### config.mk
export PLATFORM = sky130hd
export DESIGN_NAME = axis_rr_arbiter
export DESIGN_NICKNAME = d
export VERILOG_FILES = /design/src/rtl/axis_rr_arbiter.sv
export SDC_FILE = /design/constraint.sdc
export NUM_CORES = 1
export LEC_CHECK = 0
export CAP_MARGIN = 30
export CELL_PAD_IN_SITES_DETAIL_PLACEMENT = 0
export CELL_PAD_IN_SITES_GLOBAL_PLACEMENT = 1
export CORE_UTILIZATION = 18
export CTS_CLUSTER_DIAMETER = 30
export DETAILED_ROUTE_END_ITERATION = 16
export GPL_TIMING_DRIVEN = 0
export PLACE_DENSITY_LB_ADDON = 0.1
export SLEW_MARGIN = 5
export SYNTH_ARGS = -nofsm -noshare
export SYNTH_HDL_FRONTEND = slang
export SYNTH_SLANG_ARGS = --single-unit
### constraint.sdc
create_clock -name clk -period 1.54 [get_ports clk]
set_clock_uncertainty 0.05 [all_clocks]
set_input_delay 0.154 -clock clk [delete_from_list [all_inputs] [get_ports clk]]
set_output_delay 0.154 -clock clk [all_outputs]
set_load 0.02 [all_outputs]
### src/rtl/axis_rr_arbiter.sv
// Purpose : round-robin, packet-locked arbiter sharing one AXI-Stream sink among N_SRC sources.
// Latency : one-cycle arbitration bubble (IDLE -> BUSY), then zero-latency combinational pass-through.
// Backpressure: m_tready is steered to the granted source only; other sources see s_tready=0.
//
// Ports: clk/resetn (async active-low); s_tdata/s_tvalid/s_tlast/s_tready per-source stream
// (port i at s_tdata[i*DATA_W +: DATA_W]); m_tdata/m_tvalid/m_tlast/m_tid/m_tready sink stream;
// busy is high while a grant is held.
module axis_rr_arbiter #(
    parameter int N_SRC     = 4,
    parameter int DATA_W    = 16,
    parameter int MAX_BEATS = 0,
    parameter int ID_W      = 2
) (
    input  logic                      clk,
    input  logic                      resetn,
    input  logic [N_SRC*DATA_W-1:0]   s_tdata,
    input  logic [N_SRC-1:0]          s_tvalid,
    input  logic [N_SRC-1:0]          s_tlast,
    output logic [N_SRC-1:0]          s_tready,
    output logic [DATA_W-1:0]         m_tdata,
    output logic                      m_tvalid,
    output logic                      m_tlast,
    output logic [ID_W-1:0]           m_tid,
    input  logic                      m_tready,
    output logic                      busy
);

    localparam int GW    = $clog2(N_SRC);
    localparam int CNT_W = (MAX_BEATS > 0) ? $clog2(MAX_BEATS + 1) : 1;

    typedef enum logic {IDLE, BUSY} state_t;

    state_t           state_q, state_d;
    logic [GW-1:0]    rr_ptr_q, rr_ptr_d;
    logic [GW-1:0]    grant_q, grant_d;
    logic [CNT_W-1:0] beat_cnt_q, beat_cnt_d;
    logic             xfer;
    logic             cap_hit;
    logic             found;
    int               idx;

    always_comb begin
        state_d    = state_q;
        rr_ptr_d   = rr_ptr_q;
        grant_d    = grant_q;
        beat_cnt_d = beat_cnt_q;
        s_tready   = '0;
        m_tdata    = '0;
        m_tvalid   = 1'b0;
        m_tlast    = 1'b0;
        m_tid      = '0;
        busy       = 1'b0;
        xfer       = 1'b0;
        cap_hit    = 1'b0;
        found      = 1'b0;
        idx        = 0;

        case (state_q)
            IDLE: begin
                // Scan starting at rr_ptr and wrapping; first requester found wins.
                for (int k = 0; k < N_SRC; k++) begin
                    idx = (int'(rr_ptr_q) + k) % N_SRC;
                    if (!found && s_tvalid[idx]) begin
                        found   = 1'b1;
                        grant_d = GW'(idx);
                    end
                end
                if (found) begin
                    state_d    = BUSY;
                    beat_cnt_d = '0;
                end
            end
            BUSY: begin
                m_tdata           = s_tdata[int'(grant_q)*DATA_W +: DATA_W];
                m_tvalid          = s_tvalid[grant_q];
                m_tlast           = s_tlast[grant_q];
                s_tready[grant_q] = m_tready;
                m_tid             = ID_W'(grant_q);
                busy              = 1'b1;
                xfer              = m_tvalid && m_tready;
                if (MAX_BEATS != 0) begin
                    cap_hit = (32'(beat_cnt_q) + 32'd1) == 32'(MAX_BEATS);
                end
                if (xfer) begin
                    if (beat_cnt_q != '1) begin
                        beat_cnt_d = beat_cnt_q + CNT_W'(1);
                    end
                    // tlast and cap on the same beat collapse into one release.
                    if (m_tlast || cap_hit) begin
                        state_d  = IDLE;
                        rr_ptr_d = (int'(grant_q) == N_SRC - 1) ? '0 : grant_q + GW'(1);
                    end
                end
            end
            default: state_d = IDLE;
        endcase
    end

    always_ff @(posedge clk or negedge resetn) begin
        if (!resetn) begin
            state_q    <= IDLE;
            rr_ptr_q   <= '0;
            grant_q    <= '0;
            beat_cnt_q <= '0;
        end else begin
            state_q    <= state_d;
            rr_ptr_q   <= rr_ptr_d;
            grant_q    <= grant_d;
            beat_cnt_q <= beat_cnt_d;
        end
    end

endmodule

==> Word level (Yosys, flattened, before mapping) <==
Index checks and enable logic that the tools add are counted.
{ "op_classes": {"add_sub_neg": 4, "multipliers": 0, "div": 0, "n_lt_le_gt_ge": 6, "eq_ne": 1, "n_shift": 1, "muxes": 40, "n_bitwise": 5, "reduce_logical": 14} }
{ "ops": {"columns": ["op", "count"], "rows": [
  ["variable part select 64 x 7 -> 16 bit", 1],
  ["two-way mux 1 bit", 24],
  ["two-way mux 16 bit", 1],
  ["binary-select mux 1 bit (select 2 bit)", 6],
  ["less-than comparator 3 x 4 -> 1 bit, second input constant", 3],
  ["two-way mux 2 bit", 6],
  ["less-than comparator 2 x 3 -> 1 bit, second input constant", 2],
  ["OR reduction 2 bit", 3],
  ["logical AND 1 bit", 5],
  ["adder 2 x 1 -> 2 bit, second input constant", 2],
  ["adder 2 bit, second input constant", 2],
  ["bitwise AND 4 bit", 1],
  ["two-way mux 4 bit", 1],
  ["nonzero test 4 bit", 1],
  ["bitwise AND 1 bit, first input constant", 3],
  ["logical NOT 1 bit", 3],
  ["AND reduction 3 bit", 1],
  ["demux 1 bit (select 2 bit)", 1],
  ["== test 2 x 1 -> 1 bit, second input constant", 1],
  [">= comparator 2 x 1 -> 1 bit, second input constant", 1],
  ["case mux 1 bit (2 select lines)", 1],
  ["AND reduction 2 bit", 1],
  ["inverter 1 bit", 1]
]} }
{ "word_totals": {"reg_bits": 5, "latchBits": 0, "ram_bits": 0, "romBits": 0, "in_bits": 75, "out_inout_bits": 25, "elab_cells": 74, "memories": 0} }

==> Depth between registers and ports, before layout <==
Gate-level depths: netlist of run 1.
{ "depth": {"ltp_word": 19, "depth_mapped": 5, "depth_no_buf": 4} }

==> Worst setup path before layout of run 1 <==
No wires, ideal clock.
{ "synth_timing": {"path_kind": "register to output", "start": "register grant_q[0]", "end": "output m_tdata[10]", "arrival_time_ns": 1.444, "required_ns": 1.336, "slack_ns": -0.108, "stages_incl_launch_ff": 5, "path_buffers": 2, "cell_sequence": "dfrtp_1 buf_6 buf_12 mux4_2 and2_1"} }
{ "synth_via": {"elab_chain_len": 2} }
{ "synth_rtl": {"columns": ["element", "line_no", "source"], "rows": [
  ["from (decl)", "35", "logic [GW-1:0] grant_q, grant_d;"],
  ["from (signal assigned)", "108", "grant_q <= grant_d;"],
  ["variable part select 64 x 7 -> 16 bit", "74", "m_tdata = s_tdata[int'(grant_q)*DATA_W +: DATA_W];"],
  ["two-way mux 16 bit", "58", "case (state_q)"],
  ["to (decl)", "20", "output logic [DATA_W-1:0] m_tdata,"]
]} }
No other way between the ends.

==> Worst setup path after layout of run 1 <==
{ "layout_timing": {"start": "register grant_q[0]", "end": "output m_tdata[9]"} }
Same word-level chain as after synthesis.

==> out/summary.txt, run 1 <==
Clock Tree Buf Depth -> 2
Crit path cell chain -> buf_12 > buf_12 > mux4_2 > and2_4 > buf_6
Final ANT Viol Nets -> 0
Crit share post-route -> 121.9%
HPWL after detailed placement -> 3140 um
CTS tree -> built
Net switching power -> 1.657 mW
Synth Area per Inst -> 11.80 um^2
Post-synthesis register bit count -> 5
Combinational cell fraction of total power -> 87.7%
DRT iter0 DRCs -> 18
Max H-tree Level -> 1
Post-layout nets -> 285
Initial antenna violation count -> 0
Boundary pin count -> 100
Largest net degree at the start of global routing -> 11
Most frequent cells in the layout -> clkdlybuf4s50_1, buf_6, mux4_2, and2_4, buf_4
Yosys cell types -> 27
Post-route minimum period -> 1.877 ns
Design area -> 0.002524 mm^2
Reg clk slew, reported paths -> 0.04 ns
Syn nets -> 162
PD cells -> 1729 mW/mm^2
Fmax -> 532.7 MHz
RD Place Congestion -> 0.6702
Critical Path Source Type -> flip-flop
Critical path startpoint -> grant_q[0]
WL per Instance -> 15.52 um
Die Span X -> 75.78 um
Worst-Skew Late Latency -> 0.22 ns
Endpoints failing hold -> 0
Vias in the first global route -> 1229
Biggest area consumer among synthesized cells -> mux4_2
Most common cell after layout, fill and taps aside -> clkdlybuf4s50_1
First-pass GRT wire length -> 6161 um
Critical-path top delay cell -> mux4_2
Die H -> 75.78 um
Total Wirelength -> 4267 um
Core area -> 0.005172 mm^2
RR Startpoint -> grant_q[0]
Max-cap violation count -> 0
Status -> finished, violations left
Crit-path max FO -> 5
Top post-synthesis cells by area -> mux4_2, mux4_1, dfrtp_1
R2R depth -> 5
Core Rows -> 26
Leak -> 1.021 nW
Share of cells above drive strength 1 -> 51.22%
Fillers -> 489
Post-DR vias/cell -> 4.455
Pint -> 2.706 mW
Worst setup EP type -> output port
Vias -> 1225
Relative slew margins -> 83.38%
Placed Area -> 0.002076 mm^2
Sw Share -> 37.98%
Slew @ Worst Pin -> 0.2485 ns
Pre-antenna DRT Iters -> 4
CP most frequent cell -> buf_12
Clock root buffer -> clkbuf_8
Tot GR Track Use -> 14.40%
Max IR drop VDD -> 671.3 uV
Sequential power share -> 6.8%
Die ar. -> 0.005742 mm^2
Crit path kind -> reg -> out
Gate count of the mapped netlist -> 83
DRC -> 0
CP arrival -> 1.67 ns
Post-synth top area share -> 27.59%
Clk pwr share -> 5.6%
RSZ-0062 raised after global routing -> yes
Slowest stage delay, CP -> 0.50 ns
Failing checks -> setup timing
TNS Setup -> -5.892 ns
Critical Path RT -> 1.34 ns
# diodes -> 0
Pre-CTS WS -> -0.6711 ns
# setup viols final -> 23
Final worst setup slack -> -0.3372 ns
Starting Density -> 18.94%
Port bufs -> 99
Register area share after synthesis -> 12.77%
HP Class -> in -> async
Fin. max-slew vios -> 0
Inserted Clock Buffers -> 3
Pwr Total -> 4.364 mW
Synth Warn # -> 0
Synthesis-to-layout area growth -> 157.6%
CTS Sinks -> 5
GR Overflow Total -> 0
Cell Area, Synth -> 979.7 um^2
## kinds of logic after synthesis
| logic type | share of synthesized area [%] |
|---|---|
| AND/OR/NAND/NOR | 22.09 |
| multiplexers | 46.23 |
| AO/OA/AOI/OAI | 7.281 |
| buffers and inverters | 6.513 |
| flip-flops | 12.77 |
| adder cells (fa/ha/maj) | 5.109 |
## power by group through the flow
stage	clock, mW	sequential [mW]	combinational (mW)
after floorplan	0	0.282	1.67
after global placement	0	0.306	2.72
after detailed placement	0	0.309	2.74
after CTS	0.250	0.295	3.72
after global routing	0.259	0.313	4.11
final	0.244	0.295	3.83
## path summary, 6_finish.rpt
path / to / slack [ns]
max in group asynchronous: state_q / 1.14
max reg2reg: rr_ptr_q[1] / -0.22
min reg2reg: rr_ptr_q[0] / 0.54
min: rr_ptr_q[0] / 0.1
max: m_tdata[9] / -0.34
min in group clk: grant_q[0] / 0.35
## area by class of cell
type	count	area (um^2)	area share, %
Buffer	6	83.83	3.322
Clock buffer	4	45.04	1.785
Tap cell	70	87.58	3.471
Inverter	4	35.03	1.388
Multi-Input combinational cell	68	912.1	36.14
Timing Repair Buffer	118	1232	48.83
Sequential cell	5	127.6	5.057
## state kept, by name, indices dropped and copies added (netlist names)
name	cells
rr_ptr_q	2
grant_q	2
state_q	1
## cell usage after synthesis (all sizes together)
master / n
ha: 4
mux2: 1
clkbuf: 2
buf: 4
nor2b: 3
nand2: 2
or4: 1
o21a: 1
mux2i: 1
nor2: 1
a21oi: 4
and3: 4
o22a: 1
mux4: 18
o31ai: 1
o21ai: 2
dfrtp: 5
inv: 4
o221ai: 2
and2: 20
nand4: 1
nor3b: 1
## routing by layer
metal | vias up | GRT usage [%] | routed length, um
met5 | - | 0 | 0
met1 | 583 | 17.37 | 1603
met3 | 3 | 3.439 | 457
met4 | 0 | 2.058 | 19
met2 | 66 | 26.35 | 2188
li1 | 573 | - | -
## repair_timing
action	4_1_cts	5_1_grt
endpoints found under the setup margin	27	28
cloned	3	0
hold buffers	0	0
setup buffers	14	6
hold endpoints to repair	0	0
pin swaps	6	6
resized for setup	184	24
## critical path: cells and delay by family (launching register included)
family	cells	cell delay [ns]
AND/OR/NAND/NOR	1	0.18
buffers and inverters	3	0.38
multiplexers	1	0.50
flip-flops	1	0.40
## stage by stage
stage	hold WS, ns	util [%]	cells
global route	0.1072	48.79	275
global placement	0.3286	40.13	252
finish	0.09660	48.79	275
floorplan	-0.1916	-	83
detailed placement	0.3408	40.13	252
CTS	0.1017	47.48	273
Power figures use the tool's default switching activity.
==> run 2: changes to the inputs <==
- CTS_BUF_LIST: default -> sky130_fd_sc_hd__clkbuf_16
==> out/summary.txt, run 2 (synthesis gave the netlist of run 1 again) <==
Multi-input gate area -> 912.1 um^2 (unchanged)
Register-to-register setup slack -> -0.22 ns (about the same)
Initial antenna violation count -> 0 (unchanged)
Clock root buffer -> clkbuf_16
Reg area -> 127.6 um^2 (unchanged)
Max IR drop VDD -> 681.1 uV (+1.5%)
HP Class -> in -> async
Post-layout nets -> 286 (+0.35%)
Crit path cell chain -> buf_12 > buf_12 > mux4_2 > and2_4 > buf_6
Crit share post-route -> 122.2% (+0.33 points)
Net switching power -> 1.684 mW (+1.6%)
Largest net degree at the start of global routing -> 11 (unchanged)
Clock Tree Buf Depth -> 2 (unchanged)
Most frequent cells in the layout -> clkdlybuf4s50_1, buf_6, mux4_2, and2_4, buf_4
Worst-Skew Late Latency -> 0.23 ns (about the same)
DRC -> 0 (unchanged)
# diodes -> 0 (unchanged)
HPWL after detailed placement -> 3140 um (unchanged)
PD cells -> 1780 mW/mm^2 (+2.9%)
Die ar. -> 0.005742 mm^2 (unchanged)
CP most frequent cell -> buf_12
RSZ-0062 raised after global routing -> yes
Worst setup EP type -> output port
Pre-antenna DRT Iters -> 4 (unchanged)
# setup viols final -> 23 (unchanged)
Fin. max-slew vios -> 0 (unchanged)
Max-cap violation count -> 0 (unchanged)
R2r endpoint -> rr_ptr_q[1]
Core area -> 0.005172 mm^2 (unchanged)
Post-route minimum period -> 1.882 ns (+0.005088 ns)
RR Startpoint -> grant_q[0]
Fillers -> 472 (-3.5%)
GR Overflow Total -> 0 (unchanged)
Sw Share -> 36.84% (-1.1 points)
Post-DR vias/cell -> 4.417 (-0.85%)
Leak -> 1.046 nW (+2.5%)
Sequential power share -> 6.5% (-0.3 points)
Pint -> 2.887 mW (+6.7%)
WL per Instance -> 15.63 um (+0.76%)
Placed Area -> 0.002076 mm^2 (unchanged)
RD Place Congestion -> 0.6702 (unchanged)
R2R depth -> 5 (unchanged)
Starting Density -> 18.94% (unchanged)
Max H-tree Level -> 1 (unchanged)
Pwr Total -> 4.571 mW (+4.8%)
Final ANT Viol Nets -> 0 (unchanged)
Largest regs -> grant_q x2, rr_ptr_q x2, state_q x1
Total Wirelength -> 4315 um (+1.1%)
Critical Path Source Type -> flip-flop
Status -> finished, violations left
Boundary pin count -> 100 (unchanged)
Fmax -> 531.3 MHz (-0.27%)
Reg clk slew, reported paths -> 0.03 ns (about the same)
CTS Sinks -> 5 (unchanged)
Final Util -> 49.66% (+0.87 points)
Crit-path max FO -> 5 (unchanged)
Core Rows -> 26 (unchanged)
Inserted Clock Buffers -> 3 (unchanged)
First-pass GRT wire length -> 6196 um (+0.57%)
Tot GR Track Use -> 14.76% (+0.36 points)
CTS tree -> built
Clk pwr share -> 9.2% (+3.6 points)
Critical Path RT -> 1.34 ns (about the same)
CTS Hold Bufs -> 0 (unchanged)
Design area -> 0.002569 mm^2 (+1.8%)
CP arrival -> 1.68 ns (about the same)
Share of cells above drive strength 1 -> 51.46% (+0.24 points)
Vias in the first global route -> 1230 (+0.081%)
Crit path kind -> reg -> out
Die Span X -> 75.78 um (unchanged)
Combinational cell fraction of total power -> 84.3% (-3.4 points)
Endpoints failing hold -> 0 (unchanged)
Slew @ Worst Pin -> 0.2505 ns (+0.001935 ns)
Port bufs -> 99 (unchanged)
Failing checks -> setup timing
Die H -> 75.78 um (unchanged)
Most common cell after layout, fill and taps aside -> clkdlybuf4s50_1
DRT iter0 DRCs -> 20 (+2)
Vias -> 1219 (-0.49%)
Relative slew margins -> 83.25% (-0.13 points)
Critical-path top delay cell -> mux4_2
Synthesis-to-layout area growth -> 162.2%
Final worst setup slack -> -0.3422 ns (-0.005088 ns)
Slowest stage delay, CP -> 0.50 ns (about the same)
[run 2: cell types whose count changed in the layout (fill, tap and decap cells not counted)]
cell,delta
clkbuf_16,+3
clkbuf_8,-3
buf_6,+1
clkbuf_1,-1
inv_1,+1
[run 2: stage by stage]
stage	setup WS, ns	setup TNS [ns]	hold WS, ns	std cells
6_report	-0.3422	-5.990	0.09484	276
5_1_grt	-0.3956	-7.323	0.1115	276
3_5_place_dp	-0.6711	-13.72	0.3408	252
4_1_cts	-0.3722	-6.965	0.1011	273
3_3_place_gp	-0.6542	-13.45	0.3286	252
2_1_floorplan	-0.04301	-0.3043	-0.1916	83
[run 2: worst max-delay path, delay by kind of cell, from the launching register on]
family,cells,cell delay [ns]
DFF,1,0.40
buffers and inverters,3,0.38
and+or+nand+nor,1,0.17
muxes,1,0.50
[run 2: power groups by stage]
stage,registers (mW),logic (mW),clock network [mW]
finish,0.295,3.86,0.420
global route,0.315,4.15,0.433
CTS,0.295,3.72,0.424
detailed placement,0.309,2.74,0
global placement,0.306,2.72,0
floorplan,0.282,1.67,0
[run 2: layer usage]
layer	wire [um]	global-route usage (%)	up-vias
met3	443	3.307	4
met4	37	4.527	0
met1	1688	17.45	575
li1	-	-	577
met5	0	0	-
met2	2145	26.45	63
[run 2: how the worst max path moves through the flow]
| stage | to | slack [ns] | cells past startpoint | from |
|---|---|---|---|---|
| 2_1_floorplan | m_tdata[10] | -0.04 | 4 | grant_q[0] |
| 3_3_place_gp | m_tdata[10] | -0.65 | 5 | grant_q[0] |
| 3_5_place_dp | m_tdata[9] | -0.67 | 5 | grant_q[0] |
| 4_1_cts | m_tdata[6] | -0.37 | 5 | grant_q[0] |
| 5_1_grt | m_tdata[13] | -0.40 | 5 | grant_q[0] |
| 6_report | m_tdata[9] | -0.34 | 5 | grant_q[0] |
[run 2: cell type report]
type | instances | share of cell area [%]
Multi-Input combinational cell | 68 | 35.51
Sequential cell | 5 | 4.968
Timing Repair Buffer | 119 | 48.42
Inverter | 4 | 1.364
Buffer | 6 | 3.264
Tap cell | 70 | 3.410
Clock inverter | 1 | 0.1461
Clock buffer | 3 | 2.923
[run 2: repair_timing]
item,in CTS,in global routing
setup buffers,14,7
endpoints found under the setup margin,27,28
pin swaps,6,6
endpoints found under the hold margin,0,0
gates cloned,3,0
resized for setup,184,25
==> run 3: changes to the inputs <==
- CTS_BUF_LIST: sky130_fd_sc_hd__clkbuf_16 -> default
- SLEW_MARGIN: 5 -> default
==> results of run 3 <==
No change in the layout: final DEF, timing and power equal those of run 1.
